### src/rtl/fb_pkg.sv
// Shared constants and types for the frame-buffer write path.
package fb_pkg;

  localparam int H_RES     = 320;
  localparam int V_RES     = 240;
  localparam int ADDR_W    = 17;
  localparam int PIX_W     = 3;
  localparam int FRAME_PIX = H_RES * V_RES;

  typedef enum logic {IDLE, CLEAR} fbw_state_t;

  typedef logic [PIX_W-1:0] pixel_t;

endpackage

### src/rtl/fb_addr_calc.sv
// Maps a pixel coordinate to its linear frame-buffer address and flags
// coordinates that fall outside the visible frame.
module fb_addr_calc
  import fb_pkg::*;
#(
  parameter int LINE_PIX = fb_pkg::H_RES,
  parameter int LINE_CNT = fb_pkg::V_RES,
  parameter int AW       = fb_pkg::ADDR_W
) (
  input  logic [8:0]    x,
  input  logic [7:0]    y,
  output logic          in_range,
  output logic [AW-1:0] addr
);

  logic [AW-1:0] y_ext;
  logic [AW-1:0] x_ext;

  assign y_ext    = AW'(y);
  assign x_ext    = AW'(x);
  assign in_range = (int'(x) < LINE_PIX) && (int'(y) < LINE_CNT);

  // 320 = 256 + 64, so the default line width needs only two shifts and adds.
  generate
    if (LINE_PIX == 320) begin : g_shift_add
      assign addr = (y_ext << 8) + (y_ext << 6) + x_ext;
    end else begin : g_multiply
      assign addr = (y_ext * AW'(LINE_PIX)) + x_ext;
    end
  endgenerate

endmodule

### src/rtl/fb_pixel_writer.sv
// Write-side frame-buffer controller: single-pixel writes from (x,y,colour)
// requests plus a full-frame fill with a single colour.
module fb_pixel_writer
  import fb_pkg::*;
#(
  parameter int H_RES  = fb_pkg::H_RES,
  parameter int V_RES  = fb_pkg::V_RES,
  parameter int ADDR_W = fb_pkg::ADDR_W
) (
  input  logic              clock,
  input  logic              reset,
  input  logic              req_valid,
  output logic              req_ready,
  input  logic [8:0]        req_x,
  input  logic [7:0]        req_y,
  input  pixel_t            req_color,
  input  logic              clear_start,
  input  pixel_t            clear_color,
  output logic [ADDR_W-1:0] wAddr,
  output pixel_t            wData,
  output logic              wEn,
  output logic              busy,
  output logic              clear_done,
  output logic              err_oob
);

  localparam int                FRAME     = H_RES * V_RES;
  localparam logic [ADDR_W-1:0] LAST_ADDR = ADDR_W'(FRAME - 1);

  fbw_state_t        state, next_state;
  logic [ADDR_W-1:0] fill_cnt, fill_d;
  pixel_t            fill_color, color_d;
  logic [ADDR_W-1:0] addr_d;
  pixel_t            data_d;
  logic              wen_d, busy_d, done_d, oob_d;
  logic              in_range;
  logic [ADDR_W-1:0] pix_addr;

  fb_addr_calc #(
    .LINE_PIX (H_RES),
    .LINE_CNT (V_RES),
    .AW       (ADDR_W)
  ) u_addr_calc (
    .x        (req_x),
    .y        (req_y),
    .in_range (in_range),
    .addr     (pix_addr)
  );

  always_ff @(posedge clock or posedge reset) begin
    if (reset) state <= IDLE;
    else       state <= next_state;
  end

  // Outputs are registered in step with the state, so the last fill write
  // shares its cycle with CLEAR and clear_done lands on the first IDLE cycle.
  always_comb begin
    next_state = state;
    req_ready  = 1'b0;
    fill_d     = fill_cnt;
    color_d    = fill_color;
    addr_d     = wAddr;
    data_d     = wData;
    wen_d      = 1'b0;
    busy_d     = 1'b0;
    done_d     = 1'b0;
    oob_d      = 1'b0;
    case (state)
      IDLE: begin
        req_ready = !clear_start;
        if (clear_start) begin
          next_state = CLEAR;
          color_d    = clear_color;
          fill_d     = '0;
          wen_d      = 1'b1;
          addr_d     = '0;
          data_d     = clear_color;
          busy_d     = 1'b1;
        end else if (req_valid) begin
          if (in_range) begin
            wen_d  = 1'b1;
            addr_d = pix_addr;
            data_d = req_color;
          end else begin
            oob_d = 1'b1;
          end
        end
      end
      CLEAR: begin
        if (fill_cnt == LAST_ADDR) begin
          next_state = IDLE;
          done_d     = 1'b1;
        end else begin
          fill_d = fill_cnt + ADDR_W'(1);
          wen_d  = 1'b1;
          addr_d = fill_cnt + ADDR_W'(1);
          data_d = fill_color;
          busy_d = 1'b1;
        end
      end
      default: next_state = IDLE;
    endcase
  end

  always_ff @(posedge clock or posedge reset) begin
    if (reset) begin
      fill_cnt   <= '0;
      fill_color <= '0;
      wAddr      <= '0;
      wData      <= '0;
      wEn        <= 1'b0;
      busy       <= 1'b0;
      clear_done <= 1'b0;
      err_oob    <= 1'b0;
    end else begin
      fill_cnt   <= fill_d;
      fill_color <= color_d;
      wAddr      <= addr_d;
      wData      <= data_d;
      wEn        <= wen_d;
      busy       <= busy_d;
      clear_done <= done_d;
      err_oob    <= oob_d;
    end
  end

endmodule

### config.mk
export PLATFORM = sky130hd
export DESIGN_NAME = fb_pixel_writer
export DESIGN_NICKNAME = d
export VERILOG_FILES = /design/src/rtl/fb_pkg.sv /design/src/rtl/fb_addr_calc.sv /design/src/rtl/fb_pixel_writer.sv
export SDC_FILE = /design/constraint.sdc
export NUM_CORES = 1
export LEC_CHECK = 0
export CAP_MARGIN = 40
export CORE_AREA = 4 4 93 73
export DETAILED_ROUTE_END_ITERATION = 10
export DIE_AREA = 0 0 97 77
export PLACE_DENSITY = 0.74
export SYNTH_ARGS = -nofsm -noshare
export SYNTH_HDL_FRONTEND = slang
export SYNTH_SLANG_ARGS = --single-unit
### constraint.sdc
create_clock -name clock -period 1.83 [get_ports clock]
set_input_delay 0.183 -clock clock [delete_from_list [all_inputs] [get_ports clock]]
set_output_delay 0.183 -clock clock [all_outputs]
set_load 0.005 [all_outputs]
==> impl_metrics.prom <==
# TYPE chip_impl_metric gauge
chip_impl_info{name="status",value="finished, violations left"} 1
chip_impl_info{name="violated_checks",value="setup timing"} 1
chip_impl_metric{name="max_capacitance_violation_count",unit=""} 0
chip_impl_metric{name="post_synth_xor_area_fraction",unit="%"} 7.20
chip_impl_info{name="worstSetupStartpoint",value="req_y[0]"} 1
chip_impl_info{name="synth_top_area_cell",value="sky130_fd_sc_hd__dfrtp_1"} 1
chip_impl_metric{name="reg2reg_slack",unit="ns"} -0.19
chip_impl_info{name="tritoncts",value="yes"} 1
chip_impl_metric{name="min_period",unit="ns"} 2.05
chip_impl_metric{name="antenna-diode-count",unit=""} 0
chip_impl_metric{name="postSynth.asyncResetShare",unit="%"} 100
chip_impl_info{name="postSynth.topFlopCell",value="sky130_fd_sc_hd__dfrtp_1"} 1
chip_impl_metric{name="post_cts_hold_buffer_count",unit=""} 0
chip_impl_metric{name="cts_num_sinks",unit=""} 44
chip_impl_metric{name="wire_length_of_the_first_global_routing_pass",unit="mm"} 12.3
chip_impl_metric{name="synth_fp_nets",unit=""} 339
chip_impl_metric{name="antenna_found_initial",unit=""} 0
chip_impl_metric{name="clk-insertion-delay-late",unit="ns"} 0.31
chip_impl_info{name="worst_setup_path_start_kind",value="input pin"} 1
chip_impl_metric{name="flow.area_growth_from_synthesis",unit="%"} 60.6
chip_impl_metric{name="synthCells",unit=""} 294
chip_impl_metric{name="pin_count_of_the_biggest_net_entering_global_routing",unit=""} 45
chip_impl_metric{name="drt-pass1-iter-count",unit=""} 5
chip_impl_metric{name="vdd_ir_drop_max",unit="mV"} 0.459
chip_impl_info{name="timing_worst_setup_path_type",value="in2reg"} 1
chip_impl_metric{name="achievable-frequency",unit="MHz"} 487
chip_impl_metric{name="grt_pass1_vias",unit=""} 2596
chip_impl_metric{name="yosys-mux-area-fraction",unit="%"} 1.12
chip_impl_metric{name="globalplace.congestion",unit=""} 0.889
chip_impl_metric{name="synthDistinctLibCells",unit=""} 46
chip_impl_info{name="main_combinational_cell_family_by_area_after_synthesis",value="simple AND/OR/NAND/NOR gates"} 1
chip_impl_metric{name="row_count",unit=""} 24
chip_impl_metric{name="ff_latch_count_synth",unit=""} 44
chip_impl_info{name="post_synth_main_area_contributors",value="sky130_fd_sc_hd__dfrtp_1 (41%), sky130_fd_sc_hd__ha_1 (7.5%), sky130_fd_sc_hd__nand2_1 (6.6%)"} 1
chip_impl_metric{name="synth_top_area_share",unit="%"} 41.1
chip_impl_info{name="r2r-start",value="fill_cnt[15]$_DFFE_PP0P_"} 1
chip_impl_metric{name="wl",unit="mm"} 8.76
chip_impl_metric{name="globalRouteMet1Util",unit="%"} 27.2
chip_impl_metric{name="die_w",unit="µm"} 97
chip_impl_metric{name="fp.dieH",unit="µm"} 77
chip_impl_metric{name="r2r_cells",unit=""} 9
chip_impl_info{name="critPathCaptureType",value="flop"} 1
chip_impl_metric{name="cts_inserted_buffers",unit=""} 5
chip_impl_metric{name="syn_avg_cell_area",unit="µm²"} 9.10
chip_impl_metric{name="worst-slew-pin-transition",unit="ns"} 0.360
chip_impl_metric{name="synth_compound_area_share",unit="%"} 16.9
chip_impl_metric{name="required_arrival_time_at_the_worst_endpoint",unit="ns"} 2.02
chip_impl_metric{name="drc_errors",unit=""} 0
chip_impl_metric{name="met3_usage",unit="%"} 4.35
chip_impl_info{name="ys_top_cells_by_count",value="sky130_fd_sc_hd__nand2_1 (47), sky130_fd_sc_hd__dfrtp_1 (44), sky130_fd_sc_hd__nor2_1 (31)"} 1
chip_impl_metric{name="clock_tree.buffer_depth",unit=""} 2
chip_impl_metric{name="route.antenna.remaining_nets",unit=""} 0
chip_impl_metric{name="grt.overflow.total",unit=""} 0
chip_impl_metric{name="synth_fa_ha_area_share",unit="%"} 8.98
chip_impl_metric{name="via_count",unit=""} 2691
chip_impl_metric{name="cell_count_after_placement",unit=""} 455
chip_impl_metric{name="setup_slack_of_the_critical_path_after_layout",unit="ns"} -0.224
chip_impl_metric{name="share_of_the_clock_period_used_by_the_worst_path",unit="%"} 112
chip_impl_metric{name="post_route_cells_drive_above_1_share",unit="%"} 37.2
chip_impl_metric{name="final_nets",unit=""} 447
chip_impl_metric{name="synth_enable_flop_cells",unit=""} 0
chip_impl_info{name="most_frequent_cell_after_synthesis",value="sky130_fd_sc_hd__nand2_1"} 1
chip_impl_metric{name="groute.usage.overall",unit="%"} 20.1
chip_impl_metric{name="fillers",unit=""} 396
chip_impl_metric{name="detailedPlacementHpwl",unit="mm"} 5.74
chip_impl_info{name="clockRootBuffer",value="sky130_fd_sc_hd__clkbuf_8"} 1
chip_impl_metric{name="global_route.usage.met2",unit="%"} 32.9
chip_impl_metric{name="path_max_fanout",unit=""} 2
chip_impl_metric{name="initial_utilization",unit="%"} 46.2
chip_impl_metric{name="final_max_slew_viol_count",unit=""} 0
chip_impl_metric{name="finalSetupViolations",unit=""} 31
chip_impl_metric{name="drt_first_iter_violations",unit=""} 148
chip_impl_metric{name="placeableCoreArea",unit="µm²"} 5800
chip_impl_metric{name="relative_slew_slack",unit="%"} 75.7
chip_impl_metric{name="timing.final.hold_violations",unit=""} 0
chip_impl_metric{name="post_drt_wl_per_cell",unit="µm"} 18.2
chip_impl_metric{name="synth.cell_area",unit="µm²"} 2680
chip_impl_metric{name="yosys_warnings",unit=""} 0
chip_impl_metric{name="synth_sequential_area_ratio",unit="%"} 41.1
chip_impl_info{name="rsz0062_at_grt",value="true"} 1
chip_impl_metric{name="cp.arrival",unit="ns"} 2.24
chip_impl_metric{name="h-tree-depth",unit=""} 2
chip_impl_info{name="hold_class",value="in2async"} 1
chip_impl_metric{name="fin_cells",unit=""} 481
chip_impl_metric{name="basic_gate_share_of_the_synthesized_area_counting_and_or_nand_and_nor_cells",unit="%"} 19.6
chip_impl_metric{name="worst_case_clock_skew",unit="ns"} 0.00634
chip_impl_info{name="crit-reg2reg-capture",value="wAddr[11]$_DFFE_PP0P_"} 1
chip_impl_metric{name="setup_total_neg_slack",unit="ns"} -2.99
chip_impl_metric{name="worst_setup_hold_path_clk_slew",unit="ns"} 0.09
chip_impl_info{name="grt_most_used_layer",value="met2"} 1
chip_impl_metric{name="pin_count",unit=""} 52
chip_impl_metric{name="numPortBuffers",unit=""} 51
chip_impl_metric{name="detail_route.vias_per_cell",unit=""} 5.59
chip_impl_metric{name="power_leakage",unit="nW"} 1.96
chip_impl_metric{name="power-per-cell-area",unit="nW/µm²"} 855
chip_impl_metric{name="totalPowerFinal",unit="mW"} 3.67
chip_impl_metric{name="dieArea",unit="µm²"} 7470
cell type report:
type                            instances  area (µm²)  share of cell area [%]
Sequential cell                        44        1100                    25.6
Clock inverter                          3        46.3                    1.08
Timing Repair inverter                  1        11.3                   0.262
Tap cell                               78        97.6                    2.27
Timing Repair Buffer                  114        1120                    26.1
Inverter                               13        71.3                    1.66
Clock buffer                            5        68.8                    1.60
Multi-Input combinational cell        223        1780                    41.4
flip-flops by register name (all words and copies together) (netlist names):
name and count:
fill_cnt 17, wEn 1, err_oob 1, wData 3, busy 1, clear_done 1, wAddr 17, fill_color 3
worst max-delay path by stage:
stage	slack, ns	to	depth (start not counted)
floorplan	-0.29	wAddr[15]$_DFFE_PP0P_	9
global placement	-0.96	wAddr[14]$_DFFE_PP0P_	12
detailed placement	-1.10	wAddr[14]$_DFFE_PP0P_	12
CTS	-0.22	wAddr[15]$_DFFE_PP0P_	10
global route	-0.32	wAddr[6]$_DFFE_PP0P_	9
finish	-0.22	wAddr[15]$_DFFE_PP0P_	10
kinds of logic after synthesis:
kind of cell / after synthesis
AND/OR/NAND/NOR: 112
adder cells (fa/ha/maj): 18
AO/OA/AOI/OAI: 68
flip-flops: 44
XOR/XNOR: 22
multiplexers: 3
buffers and inverters: 27
routing by layer:
metal  up-vias  share of wire [%]
met5         -                  0
met4         0                1.7
met3        19                6.3
met2       104                 48
met1      1320                 43
li1       1248                  -
what timing repair did:
item | CTS | global route
setup endpoints to repair | 35 | 37
gates resized for setup | 48 | 74
pin swaps | 19 | 37
setup buffers | 5 | 11
cloned | 0 | 5
layout by cell type, fill, tap and decap left out, types with 3 or more instances in the layout:
cell type / count
sky130_fd_sc_hd__a21oi_1: 13
sky130_fd_sc_hd__a21oi_2: 4
sky130_fd_sc_hd__a221oi_2: 3
sky130_fd_sc_hd__a31oi_1: 6
sky130_fd_sc_hd__buf_12: 5
sky130_fd_sc_hd__buf_4: 48
sky130_fd_sc_hd__buf_6: 7
sky130_fd_sc_hd__buf_8: 3
sky130_fd_sc_hd__clkbuf_16: 3
sky130_fd_sc_hd__clkbuf_8: 5
sky130_fd_sc_hd__clkdlybuf4s50_1: 41
sky130_fd_sc_hd__dfrtp_1: 44
sky130_fd_sc_hd__dlygate4sd2_1: 3
sky130_fd_sc_hd__ha_1: 7
sky130_fd_sc_hd__ha_4: 7
sky130_fd_sc_hd__inv_1: 6
sky130_fd_sc_hd__inv_2: 3
sky130_fd_sc_hd__mux2i_1: 3
sky130_fd_sc_hd__nand2_1: 31
sky130_fd_sc_hd__nand2_2: 6
sky130_fd_sc_hd__nand2_4: 10
sky130_fd_sc_hd__nand3_1: 8
sky130_fd_sc_hd__nand4_1: 5
sky130_fd_sc_hd__nor2_1: 26
sky130_fd_sc_hd__nor2_2: 5
sky130_fd_sc_hd__nor3_1: 3
sky130_fd_sc_hd__o21ai_0: 5
sky130_fd_sc_hd__o21ai_1: 6
sky130_fd_sc_hd__o21ai_2: 9
sky130_fd_sc_hd__xnor2_1: 13
sky130_fd_sc_hd__xor2_1: 9
report_power, final:
| group | switching, mW | leakage, nW | total, mW | internal [mW] |
|---|---|---|---|---|
| logic | 0.655 | 1.36 | 1.46 | 0.802 |
| registers | 0.240 | 0.543 | 1.44 | 1.20 |
| clock network | 0.365 | 0.0548 | 0.776 | 0.411 |
per-stage QoR:
| stage | setup WS [ns] | hold slack, ns | utilization [%] | cell area [µm²] |
|---|---|---|---|---|
| 6_report | -0.224 | 0.221 | 74.2 | 4300 |
| 5_1_grt | -0.317 | 0.253 | 74.2 | 4300 |
| 4_1_cts | -0.222 | 0.245 | 66.8 | 3870 |
| 3_5_place_dp | -1.10 | 0.472 | 62.6 | 3630 |
| 3_3_place_gp | -0.964 | 0.460 | 62.6 | 3630 |
| 2_1_floorplan | -0.289 | 0.288 | - | 2710 |
worst max-delay path: stages:
cell,delay [ns]
sky130_fd_sc_hd__buf_8,0.08
sky130_fd_sc_hd__inv_4,0.03
sky130_fd_sc_hd__fa_2,0.59
sky130_fd_sc_hd__fa_2,0.25
sky130_fd_sc_hd__nor2b_2,0.05
sky130_fd_sc_hd__o21a_1,0.18
sky130_fd_sc_hd__a311o_1,0.37
sky130_fd_sc_hd__o31ai_2,0.24
sky130_fd_sc_hd__xor2_1,0.18
sky130_fd_sc_hd__o211ai_1,0.10
No activity file was read; power rests on OpenSTA's default activity.
